$ cat src/rtl/mem_pkg.sv
// Shared types for the memory master: access size encoding, FSM states,
// and small helpers for alignment checks on the low address bits.
package mem_pkg;

  typedef enum logic [1:0] {
    MEM_BYTE = 2'b00,
    MEM_HALF = 2'b01,
    MEM_WORD = 2'b10
  } mem_size_e;

  typedef enum logic [1:0] {
    IDLE  = 2'b00,
    READ  = 2'b01,
    WRITE = 2'b10,
    DONE  = 2'b11
  } state_e;

  // The unused size code 11 behaves as a word access.
  function automatic mem_size_e norm_size(logic [1:0] s);
    return (s == 2'b11) ? MEM_WORD : mem_size_e'(s);
  endfunction

  function automatic logic misaligned(mem_size_e s, logic [1:0] off);
    case (s)
      MEM_HALF: return off[0];
      MEM_WORD: return (off != 2'b00);
      default:  return 1'b0;
    endcase
  endfunction

  // Clear the low bits that break natural alignment for this size.
  function automatic logic [1:0] force_align(mem_size_e s, logic [1:0] off);
    case (s)
      MEM_HALF: return {off[1], 1'b0};
      MEM_WORD: return 2'b00;
      default:  return off;
    endcase
  endfunction

endpackage

$ cat src/rtl/mem_lane_align.sv
// Combinational lane logic: load lane select + sign/zero extend, and
// store lane merge into a read word.
// Ports: size_i, uns_i, off_i, rdata_i, wdata_i in; load_o, merge_o out.
module mem_lane_align
  import mem_pkg::*;
(
  input  logic [1:0]  size_i,
  input  logic        uns_i,
  input  logic [1:0]  off_i,
  input  logic [31:0] rdata_i,
  input  logic [31:0] wdata_i,
  output logic [31:0] load_o,
  output logic [31:0] merge_o
);

  logic [7:0]  bytev;
  logic [15:0] halfv;

  always_comb begin
    bytev   = rdata_i[{off_i, 3'b000} +: 8];
    halfv   = off_i[1] ? rdata_i[31:16] : rdata_i[15:0];
    load_o  = rdata_i;
    merge_o = wdata_i;
    case (size_i)
      MEM_BYTE: begin
        load_o  = {{24{~uns_i & bytev[7]}}, bytev};
        merge_o = rdata_i;
        merge_o[{off_i, 3'b000} +: 8] = wdata_i[7:0];
      end
      MEM_HALF: begin
        load_o  = {{16{~uns_i & halfv[15]}}, halfv};
        merge_o = off_i[1] ? {wdata_i[15:0], rdata_i[15:0]}
                           : {rdata_i[31:16], wdata_i[15:0]};
      end
      default: begin
        load_o  = rdata_i;
        merge_o = wdata_i;
      end
    endcase
  end

endmodule

$ cat src/rtl/mem_master.sv
// Single-request load/store master onto a word memory with combinational
// read and clocked write; sub-word stores do read-modify-write.
// Ports: clk, reset; req_* request handshake; resp_* completion pulse;
// mem_* word memory side.
// Config: MEM_MASTER_MISALIGN_TRAP_EN traps misaligned half/word accesses
// (resp_err, no memory access); otherwise low address bits are cleared.
module mem_master
  import mem_pkg::*;
(
  input  logic        clk,
  input  logic        reset,
  input  logic        req_valid,
  output logic        req_ready,
  input  logic        req_write,
  input  logic [1:0]  req_size,
  input  logic        req_unsigned,
  input  logic [31:0] req_addr,
  input  logic [31:0] req_wdata,
  output logic        resp_valid,
  output logic [31:0] resp_rdata,
  output logic        resp_err,
  output logic [31:0] mem_addr,
  input  logic [31:0] mem_rdata,
  output logic        mem_write_enab,
  output logic [31:0] mem_write_data
);

  state_e      state_q;
  logic        ready_q, valid_q, err_q, we_q;
  logic [31:0] rdata_q, addr_q, wdata_q;
  logic        write_q, uns_q;
  mem_size_e   size_q;
  logic [1:0]  off_q;
  logic [31:0] reqw_q;

  mem_size_e   sz_d;
  logic [1:0]  off_d;
  logic        trap_d;
  logic [31:0] load_w, merge_w;

  always_comb begin
    sz_d   = norm_size(req_size);
    off_d  = req_addr[1:0];
    trap_d = 1'b0;
`ifdef MEM_MASTER_MISALIGN_TRAP_EN
    trap_d = misaligned(sz_d, off_d);
`else
    off_d  = force_align(sz_d, off_d);
`endif
  end

  mem_lane_align u_lane (
    .size_i  (size_q),
    .uns_i   (uns_q),
    .off_i   (off_q),
    .rdata_i (mem_rdata),
    .wdata_i (reqw_q),
    .load_o  (load_w),
    .merge_o (merge_w)
  );

  always_ff @(posedge clk or posedge reset) begin
    if (reset) begin
      state_q <= IDLE;
      ready_q <= 1'b1;
      valid_q <= 1'b0;
      err_q   <= 1'b0;
      we_q    <= 1'b0;
      rdata_q <= '0;
      addr_q  <= '0;
      wdata_q <= '0;
      write_q <= 1'b0;
      uns_q   <= 1'b0;
      size_q  <= MEM_BYTE;
      off_q   <= 2'b00;
      reqw_q  <= '0;
    end else begin
      unique case (state_q)
        IDLE: begin
          if (req_valid) begin
            ready_q <= 1'b0;
            write_q <= req_write;
            uns_q   <= req_unsigned;
            size_q  <= sz_d;
            off_q   <= off_d;
            reqw_q  <= req_wdata;
            addr_q  <= {req_addr[31:2], 2'b00};
            if (trap_d) begin
              state_q <= DONE;
              valid_q <= 1'b1;
              err_q   <= 1'b1;
              rdata_q <= '0;
            end else if (req_write && sz_d == MEM_WORD) begin
              state_q <= WRITE;
              we_q    <= 1'b1;
              wdata_q <= req_wdata;
            end else begin
              state_q <= READ;
            end
          end
        end
        READ: begin
          if (write_q) begin
            state_q <= WRITE;
            we_q    <= 1'b1;
            wdata_q <= merge_w;
          end else begin
            state_q <= DONE;
            valid_q <= 1'b1;
            rdata_q <= load_w;
          end
        end
        WRITE: begin
          we_q    <= 1'b0;
          state_q <= DONE;
          valid_q <= 1'b1;
          rdata_q <= '0;
        end
        DONE: begin
          valid_q <= 1'b0;
          err_q   <= 1'b0;
          ready_q <= 1'b1;
          state_q <= IDLE;
        end
      endcase
    end
  end

  assign req_ready      = ready_q;
  assign resp_valid     = valid_q;
  assign resp_rdata     = rdata_q;
  assign resp_err       = err_q;
  assign mem_addr       = addr_q;
  assign mem_write_enab = we_q;
  assign mem_write_data = wdata_q;

endmodule

$ cat config.mk
export PLATFORM = sky130hd
export DESIGN_NAME = mem_master
export DESIGN_NICKNAME = d
export VERILOG_FILES = /design/src/rtl/mem_pkg.sv /design/src/rtl/mem_lane_align.sv /design/src/rtl/mem_master.sv
export SDC_FILE = /design/constraint.sdc
export NUM_CORES = 1
export LEC_CHECK = 0
export ABC_CLOCK_PERIOD_IN_PS = 5200
export CORE_UTILIZATION = 38
export DETAILED_ROUTE_END_ITERATION = 6
export PLACE_DENSITY = 0.66
export SYNTH_ARGS = -nofsm -noshare
export SYNTH_HDL_FRONTEND = slang
export SYNTH_SLANG_ARGS = --single-unit
$ cat constraint.sdc
create_clock -name clk -period 5.2 [get_ports clk]
set_clock_uncertainty 0.05 [all_clocks]
set_input_delay 0.78 -clock clk [delete_from_list [all_inputs] [get_ports clk]]
set_output_delay 0.78 -clock clk [all_outputs]
set_load 0.05 [all_outputs]
==> impl_summary.txt <==
----------------------------------------------------
[Run status]
  Result of the run ... finished, violations left
  Violated checks ... design-rule violations

[Critical path]
  Critical Setup Path Class ... register to register
  Critical path launch point type ... register
  Worst path buffer plus inverter count ... 2
  Crit path max-delay family ... simple AND/OR/NAND/NOR gates
  Worst path arrival time ... 3310 ps
  Required time reported for the critical path endpoint ... 5480 ps
  Critical path fanouts, max ... 46
  CP max stage delay ... 1190 ps
  Cell with the largest stage delay on the worst path ... nor3b_1
  Kind of capture point of the worst setup path ... register
  CP cell instances ... inv_1, ha_1, buf_4, nor3b_1, and4b_1, a21oi_1, o21ai_0

[Placement]
  Buffers added on ports ... 199
  HPWL after detailed placement ... 16300 µm
  Routability congestion estimate from global placement ... 0.837

[Global route]
  GRT Overall Usage ... 23.9%
  Global-route met2 utilization ... 37.9%
  Global-route wire length before repair ... 35300 µm
  Sum of overflow across all layers after global routing ... 0
  Vias in the first global route ... 6077
  Met1 track utilization from global routing ... 31.4%
  Largest net degree at the start of global routing ... 83
  Met3 GRT Util ... 7.22%
  Layer carrying the most global-route usage ... met2
  Number of antenna violations at the first check in global routing ... 0

[Floorplanning]
  Site row count ... 49
  Std-Cell Core Area ... 0.0181 mm²
  Vertical die dimension ... 139 µm
  Io pins ... 203
  X dimension of the die ... 139 µm
  Effective utilization at floorplan ... 39.0%
  Die ar. ... 0.0192 mm²

[Clock tree]
  TritonCTS clock tree ... yes
  Clock network latency to the later pin of the worst-skew pair ... 420 ps
  Total CTS buffers ... 17
  Setup Fix Bufs, Post-CTS ... 0
  Htree depth ... 4
  Sink Count ... 137
  Reg clk slew, reported paths ... 60 ps
  Number of hold buffers added after CTS ... 0
  CTS root buf ... clkbuf_16
  Gates resized, CTS repair ... 0
  Number of buffers between clock root and the deepest sink ... 2

[Timing]
  Number of failing setup endpoints in the final timing report ... 0
  Headroom to the max-slew limit ... 3.32%
  RSZ-0062 raised after global routing ... false
  Slew @ Worst Pin ... 1450 ps
  Highest Clock Rate ... 330 MHz
  Final Max Slew Viols ... 0
  Minimum period implied by the final worst setup slack ... 3030 ps
  Total Neg Setup Slack ... 0 ps
  Total count of hold-check failures in the final report ... 0
  Final period util ... 58.3%

[Yosys]
  Mapped Cells ... 645
  Number of warnings printed during yosys synthesis ... 0
  Cell Area, Synth ... 0.00709 mm²
  Asr flop ratio synth ... 100%
  Synth Flop Type ... dfrtp_1
  EDFF count, synth ... 0
  Yosys reg bits ... 137
  Synthesized area divided by synthesized cell count ... 11.0 µm²
  Part of the Yosys area used for sequential elements ... 48.4%
  Unique cell type count in the Yosys netlist ... 48

[Routing]
  Number of DRC markers in iteration 0 ... 440
  Post-detailed-route wirelength per cell ... 21.4 µm
  Post-route DRC ... 28
  Detailed-router iteration count before antenna repair ... 7
  Total number of vias ... 6210
  Avg Vias per Cell ... 5.84
  Post-route ant nets ... 0
  Routed Wire Length ... 22800 µm

[Final layout]
  Relative area change from synthesis to final layout ... 38.7%
  Share of post-route cells with drive strength above 1 ... 15.7%
  Net total in the final layout ... 934
  Number of inserted diodes ... 0

[Power and ir drop]
  Post-route total power ... 7560 µW
  Cell Pwr Density ... 769 mW/mm²
  Largest vdd supply drop ... 0.558 mV
  Leakage ... 0.00394 µW

[Run]
  Max Cap Violations ... 0

[Hold path]
  Path category of the worst min-delay check ... register to register

----------------------------------------------------
==> cells in the mapped netlist (all sizes together) (7+ instances only) <==
library cell / instances / area, µm²
a211oi: 10 / 80.1
a21oi: 25 / 125
a221o: 27 / 270
a221oi: 24 / 210
a22o: 7 / 61.3
a22oi: 15 / 113
buf: 34 / 215
clkbuf: 17 / 66.3
dfrtp: 136 / 3400
ha: 9 / 113
inv: 9 / 33.8
mux2: 72 / 826
mux2i: 15 / 150
nand2: 60 / 225
nand2b: 11 / 71.3
nor2: 15 / 56.3
nor2b: 7 / 43.8
nor3: 19 / 95.1
nor3b: 7 / 52.6
o211ai: 8 / 60.1
o21ai: 79 / 395
==> power by group <==
part / switching [µW] / internal, µW
Sequential: 474 / 1590
Clock: 486 / 867
Combinational: 2590 / 1550
Total: 3550 / 4010
==> flip-flops by register name, indices dropped and copies added (netlist names) <==
signal,cells
resp_rdata,32
mem_addr,30
size_q,2
uns_q,1
mem_write_enab,1
reqw_q,32
off_q,2
write_q,1
state_q,2
req_ready,1
resp_valid,1
mem_write_data,32
==> area by class of cell <==
class	count	area, µm²
Clock inverter	14	219
Fill cell	1586	8320
Sequential cell	137	3430
Inverter	10	40.0
Tap cell	229	287
Timing Repair Buffer	207	2050
Multi-Input combinational cell	449	3360
Clock buffer	18	439
==> worst paths after layout <==
path / startpoint / endpoint / slack [ps] / cells after the start
max: state_q[1]$_DFFE_PP0N_ / resp_rdata[13]$_DFFE_PP0P_ / 2170 / 7
min: resp_rdata[0]$_DFFE_PP0P_ / resp_rdata[0]$_DFFE_PP0P_ / 430 / 2
max reg2reg: state_q[1]$_DFFE_PP0N_ / resp_rdata[13]$_DFFE_PP0P_ / 2170 / 7
min reg2reg: resp_rdata[0]$_DFFE_PP0P_ / resp_rdata[0]$_DFFE_PP0P_ / 430 / 2
max in group asynchronous: reset / reqw_q[6]$_DFFE_PP0P_ / 3210 / 3
min in group asynchronous: reset / mem_addr[31]$_DFFE_PP0P_ / 890 / 2
==> logic make-up (layout without fill, tap and decap cells) <==
| group | count (synthesis) | in the layout | synth area share [%] |
|---|---|---|---|
| AO/OA/AOI/OAI | 214 | 214 | 20.6 |
| flip-flops | 137 | 137 | 48.4 |
| AND/OR/NAND/NOR | 130 | 130 | 9.13 |
| multiplexers | 93 | 93 | 15.7 |
| buffers and inverters | 61 | 249 | 4.50 |
| adder cells (fa/ha/maj) | 9 | 9 | 1.59 |
| other | 1 | 3 | 0.0529 |
==> metal layers <==
metal	vias to the layer above	share of wire (%)	routed length, µm
li1	2776	-	-
met1	3082	43	9710
met2	320	47	10600
met3	32	8.7	1990
met4	0	2.0	459
met5	-	0	0
==> tightest hold or removal path: stages, from the launching register on <==
cell and delay [ps]:
dfrtp_1 340, nand2_1 50, o21ai_0 60
==> placed cells by master (no fill, tap or decap), drive strengths merged, types with 8 or more instances in the layout <==
cell and instances:
mux2i 15, a21oi 25, ha 9, nor2 15
a211oi 10, a221o 27, nor3 19, dfrtp 136
clkbuf 18, buf 8, a22oi 15, o211ai 8
o21ai 79, a221oi 24, nand2 60, mux2 72
nand2b 11, inv 11, clkdlybuf4s50 199
==> metrics by stage <==
stage          std cells  area [µm²]  setup slack (ps)  util (%)  hold slack, ps
2_1_floorplan        647        7090               704         -             420
3_3_place_gp        1032        9160              2010      50.5             416
3_5_place_dp        1032        9160              1870      50.5             421
4_1_cts             1064        9820              1900      54.1             442
5_1_grt             1064        9830              1950      54.2             453
6_report            1064        9830              2170      54.2             434
Power figures use the tool's default switching activity.
==> RTL edit (same flow settings) <==
The 4 states of `state_e` get a one-hot encoding in 4 bits.
--- a/src/rtl/mem_pkg.sv
+++ b/src/rtl/mem_pkg.sv
@@ -8,11 +8,11 @@
     MEM_WORD = 2'b10
   } mem_size_e;
 
-  typedef enum logic [1:0] {
-    IDLE  = 2'b00,
-    READ  = 2'b01,
-    WRITE = 2'b10,
-    DONE  = 2'b11
+  typedef enum logic [3:0] {
+    IDLE  = 4'b0001,
+    READ  = 4'b0010,
+    WRITE = 4'b0100,
+    DONE  = 4'b1000
   } state_e;
 
   // The unused size code 11 behaves as a word access.
Formal check against the unedited RTL: same outputs for any inputs over 4 cycles, from zero or initial values and one cycle with reset high; so few cycles prove little.
==> RTL edit against the original RTL <==
Combinational power decreased by 11%; utilization is 0.097 points lower; global-route usage decreased by 0.29 points; area after synthesis down 1.1%; total power is 6.7% lower; hold slack got worse by 0.0021 ns; design area is 0.85% lower; sequential cell count grew 2; final cell count is 0.94% lower; wire length shrank 3.4%; setup slack worse by 0.20 ns; critical path type unchanged; largest power group unchanged; highest routed layer is now met5.
==> RTL edit: results (changes against the original RTL) <==
- Outcome: finished, final reports clean
- Largest net degree at the start of global routing: 71 (-14%)
- Final net count: 920 (-1.5%)
- Max VDD drop: 0.409 mV (-27%)
- Share of cells above drive strength 1: 16.2% (+0.55 points)
- FF-to-FF End: mem_write_data[12]$_DFFE_PP0P_
- R2R Path Start: off_q[1]$_DFFE_PP0P_
- Final wirelength: 22000 microns (-3.4%)
- Fin crit period: 3.23 ns (+0.197 ns)
- Crit path max fanout: 38 (-17%)
- Seq/Total Area, Yosys: 49.7% (+1.3 points)
- Slew margin rel.: 17.8% (+14 points)
- First-pass GRT wire length: 33600 microns (-4.8%)
- Via count: 6112 (-1.6%)
- CP Data Arrival Time: 3.50 ns (+0.19 ns)
- Number of global-route vias before repair: 6033 (-0.72%)
- Worst path max stage delay: 0.64 ns (-0.55 ns)
- Top cells by area, synth: dfrtp_1 (49%), mux2_2 (11%), a221o_1 (4.4%)
- Worst path slowest cell: or4b_2
- Syn avg cell area: 11.0 sq um (-0.18%)
- Dpl ws: 2.04 ns (+0.171 ns)
- Commonest cells in the netlist: dfrtp_1 (137), nand2_1 (77), mux2_2 (68)
- Post-synthesis cell type count: 55 (+15%)
- GRT Resource Usage Total: 23.6% (-0.29 points)
- Filler cell count: 1561 (-1.6%)
- Clk sinks: 139 (+1.5%)
- Initial antenna violation count: 1 (+1)
-- RTL edit: worst min path at each step --
stage,to,startpoint,slack (ns)
3_5_place_dp,mem_write_data[19]$_DFFE_PP0P_,mem_write_data[19]$_DFFE_PP0P_,0.42
3_3_place_gp,mem_write_data[19]$_DFFE_PP0P_,mem_write_data[19]$_DFFE_PP0P_,0.42
6_report,mem_write_data[20]$_DFFE_PP0P_,mem_write_data[20]$_DFFE_PP0P_,0.43
5_1_grt,resp_rdata[4]$_DFFE_PP0P_,resp_rdata[4]$_DFFE_PP0P_,0.45
2_1_floorplan,reqw_q[16]$_DFFE_PP0P_,reqw_q[16]$_DFFE_PP0P_,0.43
4_1_cts,mem_write_data[19]$_DFFE_PP0P_,mem_write_data[19]$_DFFE_PP0P_,0.44
-- RTL edit: per-layer routing --
metal,up-vias,wire (microns),GRT usage (%)
met5,-,11,0
met4,2,425,8.03
met3,33,2130,6.99
met2,341,10100,36.6
met1,2993,9350,31.5
li1,2743,-,-
-- RTL edit: cell type report --
cell class                      count  area (sq um)  area share [%]
Clock buffer                       18           439            4.51
Clock inverter                     14           194            1.99
Inverter                           18          70.1           0.719
Multi-Input combinational cell    429          3220            33.0
Sequential cell                   139          3480            35.7
Tap cell                          229           287            2.94
Timing Repair Buffer              207          2050            21.1
-- RTL edit: per-stage QoR --
step | hold WS (ns) | cell area (sq um)
5_1_grt | 0.453 | 9740
3_5_place_dp | 0.424 | 9110
6_report | 0.431 | 9740
4_1_cts | 0.437 | 9740
2_1_floorplan | 0.429 | 7010
3_3_place_gp | 0.421 | 9110
-- RTL edit: where the power goes --
part | internal, mW | switching (mW) | total, mW | leakage [nW]
Combinational | 1.38 | 2.31 | 3.69 | 1.96
Clock | 0.818 | 0.483 | 1.30 | 0.307
Sequential | 1.58 | 0.479 | 2.06 | 1.74
-- RTL edit: logic make-up after synthesis --
kind of cell             after synthesis  synth area share, %
adder cells (fa/ha/maj)                5                0.893
XOR/XNOR                               1                0.125
multiplexers                          85                 14.8
other                                  1               0.0535
flip-flops                           139                 49.7
buffers and inverters                 73                 4.68
AND/OR/NAND/NOR                      167                 12.3
AO/OA/AOI/OAI                        168                 17.4
-- RTL edit: worst reg2reg max path, stage by stage, from the launching register on --
cell,delay (ns)
dfrtp_1,0.32
buf_4,0.41
clkinv_1,0.41
ha_1,0.31
or4b_2,0.64
nor2_1,0.53
a221oi_1,0.22
o211ai_1,0.24
